$ cat src/rtl/button_pkg.sv
// Shared types for the button debouncer: per-channel FSM states and counter sizing.
package button_pkg;

  typedef enum logic [2:0] {
    ST_IDLE        = 3'd0,
    ST_DEB_PRESS   = 3'd1,
    ST_PRESSED     = 3'd2,
    ST_LONG        = 3'd3,
    ST_DEB_RELEASE = 3'd4
  } btn_state_t;

  // One spare bit above the larger threshold so saturation never aliases a threshold.
  function automatic int cnt_width(input int deb_cycles, input int long_cycles);
    int m;
    m = (deb_cycles > long_cycles) ? deb_cycles : long_cycles;
    return $clog2(m) + 1;
  endfunction

endpackage

$ cat src/rtl/button_channel.sv
// Single button: synchronizer, debounce FSM, long-press detect; all outputs registered.
// Accepted edge strobes one cycle after edge k+SYNC_STAGES+DEBOUNCE_CYCLES-1.
module button_channel
  import button_pkg::*;
#(
  parameter int   DEBOUNCE_CYCLES = 500000,
  parameter int   LONG_CYCLES     = 50000000,
  parameter int   SYNC_STAGES     = 2,
  parameter logic ACTIVE_LOW      = 1'b0
) (
  input  logic i_clk,
  input  logic i_rst,
  input  logic i_btn_raw,
  output logic o_level,
  output logic o_press_pulse,
  output logic o_release_pulse,
  output logic o_long_pulse,
  output logic o_held
);

  localparam int             CW        = cnt_width(DEBOUNCE_CYCLES, LONG_CYCLES);
  localparam logic [CW-1:0]  DEB_LAST  = CW'(DEBOUNCE_CYCLES - 1);
  localparam logic [CW-1:0]  LONG_LAST = CW'(LONG_CYCLES - 1);
  localparam logic [CW-1:0]  CNT_MAX   = '1;
  localparam logic [CW-1:0]  CNT_ONE   = CW'(1);

  logic [SYNC_STAGES-1:0] r_sync;
  logic                   w_s;
  btn_state_t             r_state, w_state_nxt;
  logic [CW-1:0]          r_cnt, w_cnt_nxt, w_cnt_inc;
  logic                   w_level_nxt, w_held_nxt;
  logic                   w_press_nxt, w_release_nxt, w_long_nxt;

  // Synchronizer parks at the released raw level so reset never looks like a press.
  always_ff @(posedge i_clk) begin
    if (i_rst) r_sync <= {SYNC_STAGES{ACTIVE_LOW}};
    else       r_sync <= {r_sync[SYNC_STAGES-2:0], i_btn_raw};
  end

  assign w_s       = r_sync[SYNC_STAGES-1] ^ ACTIVE_LOW;
  assign w_cnt_inc = (r_cnt == CNT_MAX) ? r_cnt : r_cnt + 1'b1;

  always_comb begin
    w_state_nxt   = r_state;
    w_cnt_nxt     = r_cnt;
    w_level_nxt   = o_level;
    w_held_nxt    = o_held;
    w_press_nxt   = 1'b0;
    w_release_nxt = 1'b0;
    w_long_nxt    = 1'b0;
    case (r_state)
      ST_IDLE: begin
        w_cnt_nxt = '0;
        if (w_s) begin
          w_state_nxt = ST_DEB_PRESS;
          w_cnt_nxt   = CNT_ONE;
        end
      end
      ST_DEB_PRESS: begin
        if (!w_s) begin
          w_state_nxt = ST_IDLE;
          w_cnt_nxt   = '0;
        end else if (r_cnt >= DEB_LAST) begin
          w_state_nxt = ST_PRESSED;
          w_cnt_nxt   = '0;
          w_press_nxt = 1'b1;
          w_level_nxt = 1'b1;
        end else begin
          w_cnt_nxt = w_cnt_inc;
        end
      end
      ST_PRESSED: begin
        if (!w_s) begin
          w_state_nxt = ST_DEB_RELEASE;
          w_cnt_nxt   = CNT_ONE;
        end else if (r_cnt >= LONG_LAST) begin
          w_state_nxt = ST_LONG;
          w_cnt_nxt   = '0;
          w_long_nxt  = 1'b1;
          w_held_nxt  = 1'b1;
        end else begin
          w_cnt_nxt = w_cnt_inc;
        end
      end
      ST_LONG: begin
        w_cnt_nxt = '0;
        if (!w_s) begin
          w_state_nxt = ST_DEB_RELEASE;
          w_cnt_nxt   = CNT_ONE;
        end
      end
      ST_DEB_RELEASE: begin
        // held doubles as the memory of which pressed state we came from
        if (w_s) begin
          w_state_nxt = o_held ? ST_LONG : ST_PRESSED;
          w_cnt_nxt   = '0;
        end else if (r_cnt >= DEB_LAST) begin
          w_state_nxt   = ST_IDLE;
          w_cnt_nxt     = '0;
          w_release_nxt = 1'b1;
          w_level_nxt   = 1'b0;
          w_held_nxt    = 1'b0;
        end else begin
          w_cnt_nxt = w_cnt_inc;
        end
      end
      default: begin
        w_state_nxt = ST_IDLE;
        w_cnt_nxt   = '0;
      end
    endcase
  end

  always_ff @(posedge i_clk) begin
    if (i_rst) begin
      r_state         <= ST_IDLE;
      r_cnt           <= '0;
      o_level         <= 1'b0;
      o_held          <= 1'b0;
      o_press_pulse   <= 1'b0;
      o_release_pulse <= 1'b0;
      o_long_pulse    <= 1'b0;
    end else begin
      r_state         <= w_state_nxt;
      r_cnt           <= w_cnt_nxt;
      o_level         <= w_level_nxt;
      o_held          <= w_held_nxt;
      o_press_pulse   <= w_press_nxt;
      o_release_pulse <= w_release_nxt;
      o_long_pulse    <= w_long_nxt;
    end
  end

endmodule

$ cat src/rtl/button_bank.sv
// Bank of N_BTN independent debounced buttons with press/release/long-press strobes.
// Latency per channel: SYNC_STAGES+DEBOUNCE_CYCLES cycles from a stable raw edge.
module button_bank
  import button_pkg::*;
#(
  parameter int               N_BTN           = 4,
  parameter int               DEBOUNCE_CYCLES = 500000,
  parameter int               LONG_CYCLES     = 50000000,
  parameter int               SYNC_STAGES     = 2,
  parameter logic [N_BTN-1:0] ACTIVE_LOW      = '0
) (
  input  logic             i_clk,
  input  logic             i_rst,
  input  logic [N_BTN-1:0] i_btn_raw,
  output logic [N_BTN-1:0] o_level,
  output logic [N_BTN-1:0] o_press_pulse,
  output logic [N_BTN-1:0] o_release_pulse,
  output logic [N_BTN-1:0] o_long_pulse,
  output logic [N_BTN-1:0] o_held
);

  for (genvar g = 0; g < N_BTN; g++) begin : g_ch
    button_channel #(
      .DEBOUNCE_CYCLES (DEBOUNCE_CYCLES),
      .LONG_CYCLES     (LONG_CYCLES),
      .SYNC_STAGES     (SYNC_STAGES),
      .ACTIVE_LOW      (ACTIVE_LOW[g])
    ) u_ch (
      .i_clk           (i_clk),
      .i_rst           (i_rst),
      .i_btn_raw       (i_btn_raw[g]),
      .o_level         (o_level[g]),
      .o_press_pulse   (o_press_pulse[g]),
      .o_release_pulse (o_release_pulse[g]),
      .o_long_pulse    (o_long_pulse[g]),
      .o_held          (o_held[g])
    );
  end

endmodule

$ cat config.mk
export PLATFORM = sky130hd
export DESIGN_NAME = button_bank
export DESIGN_NICKNAME = d
export VERILOG_FILES = /design/src/rtl/button_pkg.sv /design/src/rtl/button_channel.sv /design/src/rtl/button_bank.sv
export SDC_FILE = /design/constraint.sdc
export NUM_CORES = 1
export LEC_CHECK = 0
export ABC_AREA = 1
export BUFFER_PORTS_ARGS = -buffer_cell sky130_fd_sc_hd__buf_2
export CORE_UTILIZATION = 55
export DETAILED_ROUTE_END_ITERATION = 10
export PLACE_DENSITY_LB_ADDON = 0.15
export SLEW_MARGIN = 20
export SYNTH_ARGS = -nofsm -noshare
export SYNTH_HDL_FRONTEND = slang
export SYNTH_HIERARCHICAL = 1
export SYNTH_SLANG_ARGS = --single-unit
$ cat constraint.sdc
create_clock -name i_clk -period 4.1 [get_ports i_clk]
set_input_delay 0.205 -clock i_clk [delete_from_list [all_inputs] [get_ports i_clk]]
set_output_delay 0.205 -clock i_clk [all_outputs]
set_load 0.01 [all_outputs]
* After elaboration in Yosys (flattened, before gate mapping) *
Index checks and enable logic that the tools add are counted.

word-level totals
  register bits = 148
  bits in latches = 0
  bits in writable memories = 0
  memory bits (read-only) = 0
  output and inout bits = 20
  memories kept = 0

operators by class
  add/subtract/negate cells = 4
  $mul = 0
  div/mod/pow operators = 0
  order comparisons = 8
  eq/ne operators = 64
  shifts and indexed selects = 0
  multiplexer cells = 116
  bitwise logic cells = 16
  reduce and logical (&&, ||, !) cells = 36

operators by type and width
  cell                     count
  $mux W27                 24
  $pmux W27 S5             4
  $add A27 B1 Y27 const B  4
  $eq A27 B27 Y1 const B   4
  $ge A27 B19 Y1 const B   4
  $ge A27 B26 Y1 const B   4
  $mux W3                  32
  $pmux W3 S5              4
  $reduce_and A5 Y1        12
  $ne A2 B1 Y1 const B     24
  $mux W1                  44
  $reduce_or A3 Y1         12
  $eq A3 B2 Y1 const B     8
  $ne A3 B3 Y1 const B     8
  $ne A2 B2 Y1 const B     8
  $not A1 Y1               16
  $pmux W1 S2              8
  $reduce_bool A2 Y1       8
  $eq A3 B1 Y1 const B     4
  $eq A3 B3 Y1 const B     4
  $logic_not A3 Y1         4
  $ne A3 B1 Y1 const B     4

* Logic depth before layout (Yosys ltp) *
Gate-level depths: netlist of run 1.

  depth after elaboration = 5
  mapped depth = 13

* By module *
The synthesis of run 1 kept the hierarchy.

by module, submodules not included
  module                             instances  cells each  area each (µm²)
  button_channel (g_ch[0].u_ch ...)  3          385         2349.8
  button_channel (g_ch[3].u_ch)      1          363         2556.2

* Worst setup path after synthesis of run 1 *
OpenSTA, ideal clock, no wires.

  path type = reg2reg
  start point = register g_ch[3].u_ch.r_cnt[1]
  end point = register g_ch[3].u_ch.r_cnt[11]
  library setup time = 0.119 ns
  arrival = 1.644 ns
  slack = 2.336 ns
  stages on the path, launching flop included = 12
  path buffers = 1
  period minus slack after synthesis = 1.764 ns
  cell sequence = dfxtp_1 > ha_1 > nand2_4 > nor2_8 > nand2_2 > nor2_2 > nand2_2 > nand4_4 > nand2_2 > nand2_4 > buf_8 > a21oi_1

between the ends
  cells in the longest elaborated chain, start to end = 5

RTL lines
  item                                                      RTL line                                                          text
  start: declaration                                        button_channel.sv:30                                              logic [CW-1:0] r_cnt, w_cnt_nxt, w_cnt_inc;
  start signal: assignment                                  button_channel.sv:125                                             r_cnt <= w_cnt_nxt;
  $add A27 B1 Y27 / $eq A27 B27 Y1 (equally long branches)  button_channel.sv:41                                              assign w_cnt_inc = (r_cnt == CNT_MAX) ? r_cnt : r_cnt + 1'b1;
  $mux W27                                                  button_channel.sv:41
  $mux W27, on equally long branches                        button_channel.sv:63, button_channel.sv:97, button_channel.sv:76
  $mux W27, on equally long branches                        button_channel.sv:94, button_channel.sv:60, button_channel.sv:73
  $pmux W27 S5 (*)                                          button_channel.sv:51                                              case (r_state)

Mark *: on every way between the ends. The rest lies on a longest branch, timed or not.
A chain may end at the register's enable or synchronous reset.

* Final worst setup path of run 1 *
  start point = register g_ch[3].u_ch.r_cnt[1]
  end point = register g_ch[3].u_ch.r_cnt[0]

between the ends
  cells in the longest elaborated chain, start to end = 5

RTL lines
  item                                                                    RTL line
  parallel branches: the longest is 4 deep, another holds $ge A27 B19 Y1  --
  $pmux W27 S5 (*)                                                        button_channel.sv:51

Every way passes the cells marked *.

==> results.toml, run 1 <==
[outcome]
status = "finished clean"

[synthesis]
syn-instance-count = 1518
synth_top_family_by_area = "simple AND/OR/NAND/NOR gates"
synth_fa_ha_area_frac = 0.00521
ys.flop_type = "dfxtp_1"
synth_compound_area_frac = 0.0825
yosysUniqueCellTypes = 46
synthSimpleGateAreaFrac = 0.448
synth.top_cells.by_area = "dfxtp_1, nand2_1, nor2_1, inv_1, nand3_1"
synth_xor_area_frac = 0.0447
synthMuxAreaShare = 0
synth_nets = 1528
synth_edf_count = 0
synth.most_common_cell = "nand2_1"
yosysSeqAreaShare = 0.308
yosys_register_bits = 148
synth_common_cells = "nand2_1, nor2_1, inv_1"
syn_area_um2 = 9610
yosys_warnings = 6
synth-async-reset-ratio = 0
synth_top_cell_area_share = 0.308
synth_top_cell_by_area = "dfxtp_1"
avgSynthCellArea_um2 = 6.33

[pwr]
ir_drop_mv = 0.323
p_total_mw = 3.88
power.density_nw_per_um2 = 370
power.leakage_nw = 4.40

[setup_path]
slowest_stage = "nand2_1"
start_kind = "flip-flop"
critical_path_class = "flip-flop to flip-flop"
worstSetupEndpointType = "flip-flop"
path_delay_family = "simple AND/OR/NAND/NOR gates"
worstPathCellList = "ha_1 -> nand2_4 -> nor2_8 -> nand2_4 -> nor2_2 -> nand2_1 -> xor2_1 -> clkinv_1 -> nand2_1 -> a21oi_1"
critical_path_buf_inv_count = 1
cp_data_arrival_time_ns = 2.58
crit_fanout = 11
cpPeakStageDelay_ns = 0.42
cp.required_ns = 4.38

[finish]
drive_gt1_frac = 0.127
syn_to_final_growth_pct = 9.00
postLayoutCoreUtil = 0.623
antenna_cells = 0
multiInputGateArea_um2 = 5590
seq_area_um2 = 2960
layout.nets = 1555
fillCellCount = 1624
final_area_um2 = 10500

[clock_network]
ctsResizeCount = 0
h-tree-depth = 4
cts.sinks = 148
root_buffer = "clkbuf_16"
tritoncts = "yes"
clkTransAtPathRegs_ns = 0.06
cts_buffers = 17
clk_path_buf_depth = 2
insertion_delay_ns = 0.42

[placement]
dp_hpwl_um = 17000
place.gp.congestion = 0.933
place_area_um2 = 9820
port_buffers = 25

[grt]
grt_max_degree = 28
grt_pass1_vias = 8370
antenna_found_initial = 0
grt_pass1_wl_um = 39000
track_usage = 0.267
overflow = 0

[run]
cap_violations = 0

[timing]
rsz0062_at_grt = "no"
worstMarginPinSlew_ns = 0.798
hold_viol = 0
finalWorstPathRequiredPeriod_ns = 2.30
drv_slew = 0
period_share = 0.560
setup_viol = 0
hold_slack_ns = 0.0315
finalClockSkew_ns = 0.0127
relSlewSlack = 0.466
max_freq_mhz = 435
setup_tns_ns = 0

[drt]
drc = 0
drtPass1Iterations = 7
avgViaCountPerCell = 5.22
num_vias = 9276
drt_iter0_drc = 963
wl_per_cell_um = 12.9
antenna_left = 0
wirelength_um = 22900

[die]
dieArea_um2 = 18000
chipWidth_um = 134
initial_utilization = 0.571
die_h_um = 134
fp-row-count = 47
core_area_um2 = 16800
ioPinCount = 26

[hold_path]
hold_class = "input port to flip-flop"
-- worst reg2reg max path: stages (launching register included) --
cell and delay [ns]:
dfxtp_1 0.40, ha_1 0.36, nand2_4 0.11, nor2_8 0.18, nand2_4 0.09, nor2_2 0.12
nand2_1 0.42, xor2_1 0.29, clkinv_1 0.08, nand2_1 0.06, a21oi_1 0.05
-- routing by layer --
layer	part of all wire	vias up	wire length, um	GRT usage
met1	0.48	4122	11000	0.367
met3	0.058	28	1330	0.0529
met4	0.012	0	269	0.0799
met2	0.45	290	10300	0.421
li1	-	4836	-	-
met5	0	-	0	0
-- worst paths after layout --
check                                                       start                                end  slack, ns  cells past startpoint
worst max-delay path             g_ch[3].u_ch/r_cnt[1]$_SDFF_PP0_   g_ch[3].u_ch/r_cnt[0]$_SDFF_PP0_       1.80                     10
worst min-delay path                                 i_btn_raw[0]  g_ch[0].u_ch/r_sync[0]$_SDFF_PP0_       0.03                      3
worst max register to register   g_ch[3].u_ch/r_cnt[1]$_SDFF_PP0_   g_ch[3].u_ch/r_cnt[0]$_SDFF_PP0_       1.80                     10
worst min register to register  g_ch[1].u_ch/r_sync[0]$_SDFF_PP0_  g_ch[1].u_ch/r_sync[1]$_SDFF_PP0_       0.40                      2
-- sequential cells by signal, summed over array words and instances (netlist names) --
name	cells
g_ch.u_ch/o_held	4
g_ch.u_ch/o_long_pulse	4
g_ch.u_ch/r_sync	8
g_ch.u_ch/o_release_pulse	4
g_ch.u_ch/o_press_pulse	4
g_ch.u_ch/o_level	4
g_ch.u_ch/r_cnt	108
g_ch.u_ch/r_state	12
-- cell type report --
type,instances,area share
clock buffers,21,0.0449
inverters,229,0.0828
flip-flops and latches,148,0.283
repair buffers,28,0.0148
clock inverters,11,0.0142
multi-input cells,1121,0.534
well taps,220,0.0263
-- power breakdown --
part,switching (mW),internal (mW)
clock,0.631,1.01
combinational,0.419,0.224
sequential,0.0828,1.51
-- layout by cell type (no fill, tap or decap), types with 11 or more instances in the layout --
master / count
a21oi_1: 58
a21oi_2: 11
buf_2: 25
clkbuf_16: 17
dfxtp_1: 148
inv_1: 202
inv_2: 24
nand2_1: 343
nand2_2: 22
nand3_1: 73
nand3_2: 11
nand4_1: 56
nor2_1: 319
nor2_2: 30
nor3_1: 35
o21ai_0: 32
xnor2_1: 19
xor2_1: 30
-- stage by stage --
| stage | setup slack (ns) | cells |
|---|---|---|
| floorplan | 2.34 | 1518 |
| global placement | 1.88 | 1743 |
| detailed placement | 1.83 | 1743 |
| CTS | 1.82 | 1778 |
| global route | 1.61 | 1778 |
| finish | 1.80 | 1778 |
-- cell families (layout without fill, tap and decap cells) --
group / after synthesis / in the layout
flops: 148 / 148
other cells: 4 / 4
fa+ha+maj: 4 / 4
xor+xnor: 49 / 49
buf+inv: 249 / 289
compound gates: 127 / 127
simple gates: 937 / 937
-- timing repair --
action | 4_1_cts | 5_1_grt
hold endpoints to repair | 3 | 0
hold buffers | 3 | 0
setup buffers | 0 | 0
(Power assumes the default switching activity.)
==> inputs of run 2 (changes only) <==
clock period = 2.3 ns   (was 4.1 ns; I/O delays follow)
==> run 2 against run 1 <==
Compared with the run above:
- first-iteration DRC count fell by 19%
- global-route usage rose by 0.11 points
- largest power group unchanged
- clock power increased by 77%
==> results.toml, run 2 (synthesis gave the netlist of run 1 again) <==
[outcome]
status = "finished clean"

[grt]
track_usage = 0.268
grtUsageMet2 = 0.428
grt_max_degree = 26
overflow = 0
antenna_found_initial = 0
global_route.usage.met1 = 0.368
grt_pass1_wl_um = 39100
top_usage_layer = "met2"
grt_pass1_vias = 8494
met3_usage = 0.0469

[finish]
largestRegisters = "g_ch.u_ch/r_cnt: 108 flops, g_ch.u_ch/r_state: 12 flops, g_ch.u_ch/r_sync: 8 flops"
final_common_cell = "nand2_1"
syn_to_final_growth_pct = 9.89
postLayoutCoreUtil = 0.628
layout.nets = 1567
fin_cells = 1789
largest_reg_flops = 108
final_cell_mix = "nand2_1, nor2_1, inv_1"
antenna_cells = 0
top_register = "g_ch.u_ch/r_cnt"
drive_gt1_frac = 0.131

[drt]
drc = 0
drtPass1Iterations = 6
wirelength_um = 23300
num_vias = 9395
antenna_left = 0
drt_iter0_drc = 778
wl_per_cell_um = 13.0
avgViaCountPerCell = 5.25

[clock_network]
insertion_delay_ns = 0.42
cts_buffers = 17
tritoncts = "yes"
root_buffer = "clkbuf_16"
ctsResizeCount = 0
h-tree-depth = 4
clk_path_buf_depth = 2
clkTransAtPathRegs_ns = 0.06
cts.sinks = 148

[placement]
port_buffers = 25
place.gp.congestion = 0.928
pre_cts_ws_ns = 0.221
dp_hpwl_um = 17100
placedCellCount = 1753

[pwr]
ir_drop_mv = 0.629
power.leakage_nw = 4.46
power.density_nw_per_um2 = 659

[setup_path]
critical_path_class = "flip-flop to flip-flop"
slowest_stage = "dfxtp_1"
cp_data_arrival_time_ns = 2.39
start_kind = "flip-flop"
crit_fanout = 12
worstSetupEndpointType = "flip-flop"
worstPathCellList = "ha_1 -> nand2_1 -> inv_2 -> nand2_2 -> nor2_1 -> nand2_1 -> nor2_1 -> nor2_2 -> o211ai_2 -> nand2_2 -> o211ai_2 -> nor2_1"
cp.required_ns = 2.58
worst_path_most_repeated_cell = "nor2_1"
cpPeakStageDelay_ns = 0.44

[die]
chipWidth_um = 134
core_area_um2 = 16800
ioPinCount = 26
die_h_um = 134
fp-row-count = 47
initial_utilization = 0.571
dieArea_um2 = 18000

[timing]
setup_ws_ns = 0.195
setup_viol = 0
hold_viol = 0
finalClockSkew_ns = 0.00809
rsz0062_at_grt = "no"
relSlewSlack = 0.476
max_freq_mhz = 475
period_share = 0.915
setup_tns_ns = 0
drv_slew = 0
worstMarginPinSlew_ns = 0.782
finalWorstPathRequiredPeriod_ns = 2.11

[run]
cap_violations = 0

[hold_path]
hold_class = "input port to flip-flop"
[run 2: critical path, delay by kind of cell, from the launching register on]
kind / cells / cell delay [ns]
flip-flops: 1 / 0.44
buffers and inverters: 1 / 0.08
adder cells (fa/ha/maj): 1 / 0.20
AO/OA/AOI/OAI: 2 / 0.43
AND/OR/NAND/NOR: 8 / 0.82
[run 2: metal layers]
layer  vias to the layer above  share of wire
li1                       4867              -
met1                      4213           0.48
met2                       281           0.45
met3                        34          0.060
met4                         0          0.015
met5                         -              0
[run 2: through the flow]
stage	hold slack (ns)	cell area [um2]	power, mW
floorplan	0.184	9610	3.82
global route	0.142	10600	7.34
finish	0.146	10600	6.96
detailed placement	0.323	9900	4.07
CTS	0.122	10500	6.99
global placement	0.315	9900	4.06
[run 2: area by class of cell]
type | count | area (um2)
sequential | 148 | 2960
inverter | 229 | 867
fill | 1616 | 6260
clock inverter | 10 | 156
multi-input combinational | 1122 | 5600
timing repair buffer | 39 | 240
clock buffer | 21 | 450
tap | 220 | 275
[run 2: what timing repair did]
item,in CTS,in global routing
setup buffers,0,0
hold endpoints to repair,4,0
endpoints found under the setup margin,0,12
hold buffers,4,0
[run 2: final timing paths]
path	start	endpoint	depth (start not counted)	slack (ns)
worst max-delay path	g_ch[2].u_ch/r_cnt[0]$_SDFF_PP0_	g_ch[2].u_ch/r_cnt[16]$_SDFF_PP0_	12	0.20
worst min-delay path	i_rst	g_ch[1].u_ch/r_sync[0]$_SDFF_PP0_	2	0.15
worst max register to register	g_ch[2].u_ch/r_cnt[0]$_SDFF_PP0_	g_ch[2].u_ch/r_cnt[16]$_SDFF_PP0_	12	0.20
worst min register to register	g_ch[1].u_ch/r_sync[0]$_SDFF_PP0_	g_ch[1].u_ch/r_sync[1]$_SDFF_PP0_	2	0.40
[run 2: where the power goes]
part           internal (mW)  total, mW  switching, mW  leakage (nW)
logic                  0.421       1.24          0.819          2.97
clock network           1.83       2.90           1.07         0.297
registers               2.70       2.82          0.126          1.20
total                   4.95       6.96           2.01          4.46
